<file path="config.mk">
export PLATFORM = sky130hd
export DESIGN_NAME = input_debouncer_flat
export DESIGN_NICKNAME = d
export VERILOG_FILES = /design/src/rtl/input_debouncer_pkg.sv /design/src/rtl/input_debouncer_if.sv /design/src/rtl/input_debouncer_channel.sv /design/src/rtl/input_debouncer.sv /design/src/flat_wrapper.sv
export SDC_FILE = /design/constraint.sdc
export NUM_CORES = 1
export LEC_CHECK = 0
export CAP_MARGIN = 10
export CORE_MARGIN = 2
export CORE_UTILIZATION = 52
export DETAILED_ROUTE_END_ITERATION = 6
export GPL_ROUTABILITY_DRIVEN = 1
export GPL_TIMING_DRIVEN = 0
export PLACE_DENSITY = 0.7
export SLEW_MARGIN = 15
export SYNTH_ARGS = -nofsm -noshare
export SYNTH_HDL_FRONTEND = slang
export SYNTH_SLANG_ARGS = --single-unit
</file>
<file path="constraint.sdc">
create_clock -name clk -period 2.05 [get_ports clk]
set_input_delay 0.5125 -clock clk [delete_from_list [all_inputs] [get_ports clk]]
set_output_delay 0.5125 -clock clk [all_outputs]
set_load 0.02 [all_outputs]
</file>
<file path="src/rtl/input_debouncer_pkg.sv">
// ============================================================================
// input_debouncer_pkg : shared types and constants for the input debouncer
// Rev 1.0 - initial release
// ============================================================================
`default_nettype none

package input_debouncer_pkg;

  typedef enum logic [1:0] {
    LOW      = 2'd0,
    CHK_HIGH = 2'd1,
    HIGH     = 2'd2,
    CHK_LOW  = 2'd3
  } deb_state_t;

  localparam int SYNC_STAGES = 2;

endpackage : input_debouncer_pkg

`default_nettype wire

</file>
<file path="src/rtl/input_debouncer_if.sv">
// ============================================================================
// input_debouncer_if : raw inputs / conditioned outputs bundle
// Rev 1.0 - initial release
// ============================================================================
`default_nettype none

interface input_debouncer_if #(
  parameter int WIDTH = 4
);

  logic             ena;
  logic [WIDTH-1:0] raw_in;
  logic [WIDTH-1:0] level_out;
  logic [WIDTH-1:0] rise_pulse;
  logic [WIDTH-1:0] fall_pulse;

  modport master (
    output ena,
    output raw_in,
    input  level_out,
    input  rise_pulse,
    input  fall_pulse
  );

  modport slave (
    input  ena,
    input  raw_in,
    output level_out,
    output rise_pulse,
    output fall_pulse
  );

endinterface : input_debouncer_if

`default_nettype wire

</file>
<file path="src/rtl/input_debouncer_channel.sv">
// ============================================================================
// debounce_channel : one channel - 2-FF sync, stability FSM, optional repeat
// Optional feature macro: INPUT_DEBOUNCER_AUTOREPEAT_EN
// Rev 1.0 - initial release
// ============================================================================
`default_nettype none

module debounce_channel
  import input_debouncer_pkg::*;
#(
  parameter int CNT_W           = 16,
  parameter int DEBOUNCE_CYCLES = 50000,
  parameter int REPEAT_DELAY    = 25000,
  parameter int REPEAT_RATE     = 5000
) (
  input  logic clk,
  input  logic rst,
  input  logic ena_i,
  input  logic raw_i,
  output logic level_o,
  output logic rise_o,
  output logic fall_o
);

  localparam logic [CNT_W-1:0] LAST     = CNT_W'(DEBOUNCE_CYCLES - 1);
  localparam bit               ONE_SHOT = (DEBOUNCE_CYCLES == 1);

  logic [SYNC_STAGES-1:0] sync_q;
  logic                   s2;
  deb_state_t             state_q;
  logic [CNT_W-1:0]       cnt_q;
  logic [CNT_W-1:0]       cnt_inc_d;
  logic                   level_q;
  logic                   rise_q;
  logic                   fall_q;
  logic                   rep_fire_d;

  assign s2        = sync_q[SYNC_STAGES-1];
  assign cnt_inc_d = cnt_q + CNT_W'(1);

  always_ff @(posedge clk) begin
    if (rst) sync_q <= '0;
    else     sync_q <= {sync_q[SYNC_STAGES-2:0], raw_i};
  end

`ifdef INPUT_DEBOUNCER_AUTOREPEAT_EN
  logic [CNT_W-1:0] rcnt_q;
  logic             rep_q;
  logic             rep_hit;

  // First interval is REPEAT_DELAY, later ones REPEAT_RATE; rep_q selects which.
  assign rep_hit    = (rcnt_q == (rep_q ? CNT_W'(REPEAT_RATE - 1) : CNT_W'(REPEAT_DELAY - 1)));
  assign rep_fire_d = (state_q == HIGH) && ena_i && s2 && rep_hit;

  always_ff @(posedge clk) begin
    if (rst || (state_q != HIGH)) begin
      rcnt_q <= '0;
      rep_q  <= 1'b0;
    end else if (ena_i && s2) begin
      if (rep_hit) begin
        rcnt_q <= '0;
        rep_q  <= 1'b1;
      end else begin
        rcnt_q <= rcnt_q + CNT_W'(1);
      end
    end
  end
`else
  assign rep_fire_d = 1'b0;
`endif

  always_ff @(posedge clk) begin
    if (rst) begin
      state_q <= LOW;
      cnt_q   <= '0;
      level_q <= 1'b0;
      rise_q  <= 1'b0;
      fall_q  <= 1'b0;
    end else begin
      rise_q <= 1'b0;
      fall_q <= 1'b0;
      if (ena_i) begin
        case (state_q)
          LOW: begin
            if (s2) begin
              if (ONE_SHOT) begin
                state_q <= HIGH;
                level_q <= 1'b1;
                rise_q  <= 1'b1;
              end else begin
                state_q <= CHK_HIGH;
                cnt_q   <= CNT_W'(1);
              end
            end
          end
          CHK_HIGH: begin
            if (!s2) begin
              state_q <= LOW;
              cnt_q   <= '0;
            end else if (cnt_q == LAST) begin
              state_q <= HIGH;
              level_q <= 1'b1;
              rise_q  <= 1'b1;
              cnt_q   <= '0;
            end else begin
              cnt_q <= cnt_inc_d;
            end
          end
          HIGH: begin
            if (!s2) begin
              if (ONE_SHOT) begin
                state_q <= LOW;
                level_q <= 1'b0;
                fall_q  <= 1'b1;
              end else begin
                state_q <= CHK_LOW;
                cnt_q   <= CNT_W'(1);
              end
            end else begin
              rise_q <= rep_fire_d;
            end
          end
          CHK_LOW: begin
            if (s2) begin
              state_q <= HIGH;
              cnt_q   <= '0;
            end else if (cnt_q == LAST) begin
              state_q <= LOW;
              level_q <= 1'b0;
              fall_q  <= 1'b1;
              cnt_q   <= '0;
            end else begin
              cnt_q <= cnt_inc_d;
            end
          end
          default: begin
            state_q <= LOW;
            cnt_q   <= '0;
          end
        endcase
      end
    end
  end

  assign level_o = level_q;
  assign rise_o  = rise_q;
  assign fall_o  = fall_q;

endmodule : debounce_channel

`default_nettype wire

</file>
<file path="src/rtl/input_debouncer.sv">
// ============================================================================
// input_debouncer : WIDTH independent debounce channels with edge pulses
// Optional feature macro: INPUT_DEBOUNCER_AUTOREPEAT_EN (rise auto-repeat)
// Rev 1.0 - initial release
// ============================================================================
`default_nettype none

module input_debouncer
  import input_debouncer_pkg::*;
#(
  parameter int WIDTH           = 4,
  parameter int CNT_W           = 16,
  parameter int DEBOUNCE_CYCLES = 50000,
  parameter int REPEAT_DELAY    = 25000,
  parameter int REPEAT_RATE     = 5000
) (
  input  logic                clk,
  input  logic                rst,
  input_debouncer_if.slave    bus
);

  for (genvar i = 0; i < WIDTH; i++) begin : g_ch
    debounce_channel #(
      .CNT_W           (CNT_W),
      .DEBOUNCE_CYCLES (DEBOUNCE_CYCLES),
      .REPEAT_DELAY    (REPEAT_DELAY),
      .REPEAT_RATE     (REPEAT_RATE)
    ) u_ch (
      .clk     (clk),
      .rst     (rst),
      .ena_i   (bus.ena),
      .raw_i   (bus.raw_in[i]),
      .level_o (bus.level_out[i]),
      .rise_o  (bus.rise_pulse[i]),
      .fall_o  (bus.fall_pulse[i])
    );
  end

endmodule : input_debouncer

`default_nettype wire

</file>
<file path="src/flat_wrapper.sv">
// flat-port wrapper written by rule: the top's interface ports become plain ports
module input_debouncer_flat import input_debouncer_pkg::*;
#(
  parameter int WIDTH           = 4,
  parameter int CNT_W           = 16,
  parameter int DEBOUNCE_CYCLES = 50000,
  parameter int REPEAT_DELAY    = 25000,
  parameter int REPEAT_RATE     = 5000
)
  (clk, rst, bus_ena, bus_raw_in, bus_level_out, bus_rise_pulse, bus_fall_pulse);
  input_debouncer_if #(.WIDTH(WIDTH)) bus_i ();
  input  logic clk;
  input  logic rst;
  input wire logic [$bits(bus_i.ena)-1:0] bus_ena;
  input wire logic [$bits(bus_i.raw_in)-1:0] bus_raw_in;
  output wire logic [$bits(bus_i.level_out)-1:0] bus_level_out;
  output wire logic [$bits(bus_i.rise_pulse)-1:0] bus_rise_pulse;
  output wire logic [$bits(bus_i.fall_pulse)-1:0] bus_fall_pulse;
  assign bus_i.ena = bus_ena;
  assign bus_i.raw_in = bus_raw_in;
  assign bus_level_out = bus_i.level_out;
  assign bus_rise_pulse = bus_i.rise_pulse;
  assign bus_fall_pulse = bus_i.fall_pulse;
  input_debouncer #(.WIDTH(WIDTH), .CNT_W(CNT_W), .DEBOUNCE_CYCLES(DEBOUNCE_CYCLES), .REPEAT_DELAY(REPEAT_DELAY), .REPEAT_RATE(REPEAT_RATE)) u_core (.clk(clk), .rst(rst), .bus(bus_i));
endmodule
</file>
==> results of run 1 <==
[stage by stage]
step / util (%) / total power [W] / setup TNS, ns
floorplan: - / 0.00196 / 0
global placement: 57.4 / 0.00201 / -35.88
detailed placement: 57.4 / 0.00202 / -38.33
CTS: 60.9 / 0.00337 / -0.0469
global route: 64.0 / 0.00348 / -1.32
finish: 64.0 / 0.00337 / -0.209
[worst register-to-register path, stage by stage (launching register included)]
cell and delay, ns:
sky130_fd_sc_hd__dfxtp_4 0.38, sky130_fd_sc_hd__or4b_4 0.53, sky130_fd_sc_hd__nor4_4 0.40, sky130_fd_sc_hd__buf_4 0.21, sky130_fd_sc_hd__nor4_4 0.05, sky130_fd_sc_hd__buf_4 0.20, sky130_fd_sc_hd__buf_6 0.11, sky130_fd_sc_hd__a22o_1 0.17
[state kept, by name, summed over array words and instances, names as in the netlist, named ones only]
name	cells
u_core.g_ch.u_ch.level_o	4
u_core.g_ch.u_ch.state_q	4
u_core.g_ch.u_ch.rise_o	4
u_core.g_ch.u_ch.fall_o	4
u_core.g_ch.u_ch.sync_q	8
u_core.g_ch.u_ch.cnt_q	64
[power groups by stage]
| stage | sequential [W] | clock, W | combinational [W] |
|---|---|---|---|
| after global routing | 0.00181 | 0.00148 | 0.000192 |
| after detailed placement | 0.00186 | 0 | 0.000159 |
| after CTS | 0.00181 | 0.00139 | 0.000164 |
| after global placement | 0.00185 | 0 | 0.000157 |
| after floorplan | 0.00185 | 0 | 0.000104 |
| final | 0.00181 | 0.00138 | 0.000176 |
[synthesized netlist by cell type (all sizes together), types with 3 or more instances]
cell type / instances / area [sq um]
dfxtp: 92 / 1840
nand2: 65 / 244
nor2: 41 / 154
a21oi: 38 / 190
nand3: 38 / 190
o21ai: 31 / 155
clkbuf: 19 / 72.6
buf: 18 / 121
inv: 16 / 60.1
a31oi: 15 / 93.8
nor3: 15 / 80.1
and3: 14 / 87.6
nor4: 14 / 121
mux2i: 12 / 120
nor2b: 12 / 75.1
nand4: 11 / 68.8
or3: 11 / 68.8
nor3b: 10 / 75.1
a311oi: 7 / 61.3
and4: 7 / 61.3
xor2: 7 / 61.3
a41oi: 6 / 52.6
a22o: 5 / 43.8
nand2b: 5 / 31.3
nor4b: 5 / 43.8
xnor2: 5 / 43.8
a211oi: 4 / 30.0
a21o: 4 / 30.0
a22oi: 4 / 30.0
and2: 4 / 25.0
ha: 4 / 50.1
nand3b: 4 / 30.0
o311a: 4 / 40.0
a32oi: 3 / 26.3
and4b: 3 / 30.0
or3b: 3 / 26.3
or4: 3 / 22.5
[logic make-up (layout without fill, tap and decap cells)]
logic type	count (synthesis)	count (layout)
DFF	92	92
buffers and inverters	53	96
AOI/OAI and AO/OA	134	134
and+or+nand+nor	271	271
muxes	14	14
xor gates and xnor gates	12	12
adders and majority gates	4	4
[layer usage]
metal | global-route usage (%) | vias to the layer above | wire [um]
met3 | 4.01 | 15 | 534
met2 | 37.7 | 112 | 5420
met1 | 32.8 | 2100 | 5550
li1 | - | 2221 | -
met4 | 8.85 | 0 | 195
met5 | 0 | - | 0
[cell usage in the layout (no fill, tap or decap), drive strengths merged, types with 3 or more instances in the layout]
cell | netlist | final
dfxtp | 92 | 92
nand2 | 65 | 65
nor2 | 41 | 41
nand3 | 38 | 38
a21oi | 38 | 38
o21ai | 31 | 31
buf | 18 | 30
clkbuf | 19 | 27
inv | 16 | 17
clkdlybuf4s50 | 0 | 16
a31oi | 15 | 15
nor3 | 15 | 15
and3 | 14 | 14
nor4 | 14 | 14
mux2i | 12 | 12
nor2b | 12 | 12
nand4 | 11 | 11
or3 | 11 | 11
nor3b | 10 | 10
a311oi | 7 | 7
xor2 | 7 | 7
and4 | 7 | 7
a41oi | 6 | 6
nand2b | 5 | 5
a22o | 5 | 5
xnor2 | 5 | 5
nor4b | 5 | 5
and2 | 4 | 4
a21o | 4 | 4
nand3b | 4 | 4
a211oi | 4 | 4
o311a | 4 | 4
a22oi | 4 | 4
ha | 4 | 4
a32oi | 3 | 3
and4b | 3 | 3
or4 | 3 | 3
or3b | 3 | 3
clkinv | 0 | 3
[what timing repair did]
| item | in CTS | in global routing |
|---|---|---|
| endpoints found under the setup margin | 66 | 58 |
| setup buffers | 1 | 9 |
| cloned | 0 | 1 |
| pin swaps | 3 | 12 |
| gates resized for setup | 23 | 65 |
[layout make-up]
type / count / area (sq um)
Tap cell: 108 / 135
Multi-Input combinational cell: 435 / 2860
Clock buffer: 9 / 124
Buffer: 36 / 221
Inverter: 16 / 60.1
Timing Repair Buffer: 28 / 270
Fill cell: 783 / 3170
Sequential cell: 92 / 1860
Clock inverter: 7 / 98.8
[worst max-delay path by stage]
stage / startpoint / end / slack, ns / depth (start not counted)
4_1_cts: bus_ena / u_core.g_ch[1].u_ch.cnt_q[12] / -0.03 / 6
3_3_place_gp: bus_ena / u_core.g_ch[1].u_ch.cnt_q[11] / -0.88 / 6
6_report: u_core.g_ch[1].u_ch.cnt_q[4] / u_core.g_ch[1].u_ch.cnt_q[15] / -0.09 / 7
5_1_grt: u_core.g_ch[1].u_ch.cnt_q[0] / u_core.g_ch[1].u_ch.cnt_q[15] / -0.15 / 8
2_1_floorplan: u_core.g_ch[0].u_ch.cnt_q[0] / u_core.g_ch[0].u_ch.cnt_q[6] / 0.07 / 7
3_5_place_dp: bus_ena / u_core.g_ch[1].u_ch.cnt_q[11] / -0.87 / 6
==> results.cfg, run 1 <==
[clocking]
clk_pin_slew_worst_paths_ns = 0.10
h-tree-depth = 3
tritoncts = yes
worstSkewPairLatency_ns = 0.38
cts_buffer_depth = 2
ctsRootBufferMaster = sky130_fd_sc_hd__clkbuf_8
cts_hold_bufs = 0
cts_buffers = 9
clkSinkCount = 92

[worst_setup_path]
rr_endpoint = u_core.g_ch[1].u_ch.cnt_q[15]
crit_fanout = 7
reg2reg_depth = 7
cp-start-kind = flip-flop
timing.setup.critical_path_class = flip-flop to flip-flop
critPathRequiredTime_ns = 2.32
cp_top_family = simple AND/OR/NAND/NOR gates
critical_path.n_buffers_inverters = 3
setup.worst_path.end_class = flip-flop
cp_slowest_cell = sky130_fd_sc_hd__or4b_4
crit_arrival_ns = 2.42
timing.critical_path.cells = or4b_4, nor4_4, buf_4, nor4_4, buf_4, buf_6, a22o_1
rrSetupSlack_ns = -0.09
cp_slowest_stage_delay_ns = 0.53
r2r_start = u_core.g_ch[1].u_ch.cnt_q[4]

[timing]
tightest_pin_transition_ns = 0.706
fin_worst_hold_slack_ns = 0.442
finalWorstSetupSlack_ns = -0.0924
maxSlewViolCount = 0
grt_setup_unrepaired = yes
finalCriticalPeriod_ns = 2.14
worst_clock_skew_ns = 0.0132
slew_headroom_pct = 52.9
period_share_pct = 105
setup_viol = 4
final_hold_viol_count = 0
max_clock_freq_ghz = 0.467

[power_and_ir_drop]
power.static_leakage_nw = 1.97
power_density_mw_per_mm2 = 598
power.share.combinational_pct = 5.2
share_seq_of_total_power_pct = 53.8
p_int_w = 0.00255
power_switching_w = 0.000814
irDropWorstVdd_uv = 416
switching_share_pct = 24.2
power.clock.fraction_pct = 41.0

[die]
start_util_pct = 53.9
die-area_sq_mm = 0.00991
fp-row-count = 34
design.core.area_sq_mm = 0.00881
fp.dieW_um = 99.5
die_y_um = 99.5
num_io_pins = 19

[hold_path]
hold_crit_class = flip-flop to flip-flop
holdPathEnd = u_core.g_ch[3].u_ch.sync_q[1]
holdCritStartpoint = u_core.g_ch[3].u_ch.sync_q[0]
worstHoldPathCells = 1

[synth]
xor_xnor_fraction_of_synth_area_pct = 2.21
synth.yosys.seq_area_share_pct = 38.8
yosysWarningCount = 0
synth.net_count = 591
share_of_the_synthesized_area_in_compound_gates_ao_oa_aoi_oai_pct = 18.2
synth-main-ff-cell = sky130_fd_sc_hd__dfxtp_1
post_synth_and_or_nand_nor_area_fraction_pct = 31.4
syn_inst = 580
synth_async_reset_ratio_pct = 0
post_synth_fa_ha_maj_area_fraction_pct = 1.05
post_synthesis_instance_area_sq_mm = 0.00475
synth_seq_cells = 92
synth_cell_types = 59
proportion_of_synthesized_area_in_mux_cells_pct = 3.00
syn_area_per_cell_sq_um = 8.18
count_of_flip_flops_with_a_built_in_enable_after_synthesis = 0
main_combinational_cell_family_by_area_after_synthesis = simple AND/OR/NAND/NOR gates

[final_layout]
inserted_diodes = 0
areaGrowthSynthToFinish_pct = 18.7
finalNetCount = 629
design_area_sq_mm = 0.00563
final_cells = 731
fraction_of_final_layout_cells_sized_beyond_drive_strength_1_pct = 17.5

[placement]
place_hpwl_um = 7780
gp_congestion = 0.901
numPlacedInstances = 705
placedInstanceArea_sq_mm = 0.00505
buffer_ports.inserted = 17
placement.setup.worst_slack_ns = -0.872

[global_routing]
grt_usage_pct = 23.8
number_of_antenna_violations_at_the_first_check_in_global_routing = 0
globalRouteOverflowTotal = 0
grt_max_degree = 17
grt_pass1_wl_um = 19500
grt_pass1_vias = 4070

[routing]
wl_um = 11700
drt_iter0_markers = 167
drt.antenna.violating_nets = 0
firstDrtPassIters = 5
detail_route.vias_per_cell = 6.08
routed_wire_length_per_instance_um = 16.0
drc_errors = 0
num_vias = 4448

[run_status]
outcome = finished, violations left
violated_checks = setup timing

[flow_run]
maxCapViolations = 0
No activity file was read; power rests on OpenSTA's default activity.
==> run 2, diff against run 1 <==
- GPL_ROUTABILITY_DRIVEN: 1 -> 0
==> run 2 against run 1 <==
The run now ends clean; combinational power hardly changed; first-iteration DRC count up 11%; clock-buffer cell count rose by 1.
==> results.cfg, run 2 (same netlist as run 1, synthesis figures left out) <==
[power_and_ir_drop]
power_density_mw_per_mm2 = 604
irDropWorstVdd_uv = 400
power.static_leakage_nw = 1.98
power.total_w = 0.00339

[clocking]
clkSinkCount = 92
cts_hold_bufs = 0
ctsRootBufferMaster = sky130_fd_sc_hd__clkbuf_8
clk_pin_slew_worst_paths_ns = 0.10
h-tree-depth = 3
cts_buffer_depth = 2
tritoncts = yes
worstSkewPairLatency_ns = 0.36
cts_buffers = 9

[routing]
drt_iter0_markers = 185
firstDrtPassIters = 7
drc_errors = 0
detail_route.vias_per_cell = 6.17
drt.antenna.violating_nets = 0
wl_um = 11800
num_vias = 4531
routed_wire_length_per_instance_um = 16.1

[worst_setup_path]
timing.setup.critical_path_class = flip-flop to flip-flop
critPathRequiredTime_ns = 2.30
timing.critical_path.cells = or4b_4, nor4_4, buf_4, buf_4, nor4_4, buf_6, a21oi_1, mux2i_1
rrSetupSlack_ns = 0.03
cp-start-kind = flip-flop
cp_top_family = simple AND/OR/NAND/NOR gates
crit_arrival_ns = 2.27
crit_fanout = 9
cp_slowest_cell = sky130_fd_sc_hd__or4b_4
cp_slowest_stage_delay_ns = 0.54
r2r_start = u_core.g_ch[1].u_ch.cnt_q[11]
rr_endpoint = u_core.g_ch[1].u_ch.cnt_q[13]
reg2reg_depth = 8
setup.worst_path.end_class = flip-flop
critical_path.n_buffers_inverters = 3

[hold_path]
holdCritStartpoint = u_core.g_ch[3].u_ch.sync_q[0]
holdPathEnd = u_core.g_ch[3].u_ch.sync_q[1]
hold_crit_class = flip-flop to flip-flop
worstHoldPathCells = 1

[die]
fp-row-count = 34
fp.dieW_um = 99.5
start_util_pct = 53.9
die_y_um = 99.5
design.core.area_sq_mm = 0.00881
die-area_sq_mm = 0.00991
num_io_pins = 19

[timing]
tightest_pin_transition_ns = 0.692
maxSlewViolCount = 0
timing.setup.tns_ns = 0
final_hold_viol_count = 0
setup_viol = 0
fin_worst_hold_slack_ns = 0.447
finalCriticalPeriod_ns = 2.02
worst_clock_skew_ns = 0.0112
period_share_pct = 98.4
slew_headroom_pct = 53.4
max_clock_freq_ghz = 0.496

[placement]
buffer_ports.inserted = 17
place_hpwl_um = 7720

[final_layout]
fraction_of_final_layout_cells_sized_beyond_drive_strength_1_pct = 16.3
areaGrowthSynthToFinish_pct = 18.2
top_regs = u_core.g_ch.u_ch.cnt_q (64), u_core.g_ch.u_ch.sync_q (8)
max_flop_register = u_core.g_ch.u_ch.cnt_q
finalNetCount = 632
inserted_diodes = 0
largest_register_ff_count = 64
layout_common_cells = sky130_fd_sc_hd__dfxtp_1, sky130_fd_sc_hd__nand2_1, sky130_fd_sc_hd__nor2_1
layout.cells.most_common = sky130_fd_sc_hd__dfxtp_1

[global_routing]
grt_max_degree = 17
number_of_antenna_violations_at_the_first_check_in_global_routing = 0
grt_usage_pct = 24.3
grt_pass1_wl_um = 19700
globalRouteOverflowTotal = 0
grt_pass1_vias = 4172

[run_status]
outcome = finished clean

[flow_run]
maxCapViolations = 0
-- run 2: final cells by class --
class | count | area, sq um
buffer | 35 | 210
clock buffer | 10 | 138
clock inverter | 6 | 93.8
fill | 774 | 3200
inverter | 16 | 60.1
multi-input combinational | 435 | 2820
sequential | 92 | 1860
tap | 108 | 135
timing repair buffer | 32 | 288
-- run 2: worst max path at each step --
stage / startpoint / endpoint / slack (ns) / cells past startpoint
after floorplan: u_core.g_ch[0].u_ch.cnt_q[0] / u_core.g_ch[0].u_ch.cnt_q[6] / 0.07 / 7
after global routing: bus_ena / u_core.g_ch[1].u_ch.cnt_q[11] / -0.03 / 6
after global placement: bus_ena / u_core.g_ch[2].u_ch.rise_o / -0.94 / 6
final: u_core.g_ch[1].u_ch.cnt_q[11] / u_core.g_ch[1].u_ch.cnt_q[13] / 0.03 / 8
after detailed placement: bus_ena / u_core.g_ch[2].u_ch.rise_o / -0.96 / 6
after CTS: u_core.g_ch[1].u_ch.cnt_q[7] / u_core.g_ch[1].u_ch.level_o / -0.11 / 5
-- run 2: repair_timing --
item / 4_1_cts / 5_1_grt
gates resized for setup: 33 / 38
pin swaps: 3 / 7
setup buffers: 2 / 12
gates cloned: 1 / 0
endpoints found under the setup margin: 65 / 59
-- run 2: metal layers --
layer	global-route usage, %	vias to the layer above	part of all wire [%]
met3	6.11	20	5.3
met4	8.01	0	1.9
li1	-	2222	-
met2	38.4	151	47
met1	32.7	2138	46
met5	0	-	0
-- run 2: where the power goes --
group,total (W),internal [W],leakage (nW),switching [W]
clock,0.00140,0.000731,0.113,0.000671
sequential,0.00181,0.00180,0.749,0.0000131
combinational,0.000174,0.0000626,1.12,0.000111
total,0.00339,0.00259,1.98,0.000795
-- run 2: worst register-to-register path, cell delays in order (launching register included) --
cell and delay (ns):
sky130_fd_sc_hd__dfxtp_4 0.36, sky130_fd_sc_hd__or4b_4 0.54, sky130_fd_sc_hd__nor4_4 0.25, sky130_fd_sc_hd__buf_4 0.19, sky130_fd_sc_hd__buf_4 0.13, sky130_fd_sc_hd__nor4_4 0.03
sky130_fd_sc_hd__buf_6 0.17, sky130_fd_sc_hd__a21oi_1 0.14, sky130_fd_sc_hd__mux2i_1 0.10
-- run 2: per-stage QoR --
stage	utilization [%]	setup slack [ns]	instances	area, sq um
6_report	63.7	0.0337	734	5610
5_1_grt	63.7	-0.0290	734	5610
4_1_cts	61.4	-0.112	724	5410
3_5_place_dp	57.4	-0.957	705	5050
3_3_place_gp	57.4	-0.939	705	5050
2_1_floorplan	-	0.0727	580	4750
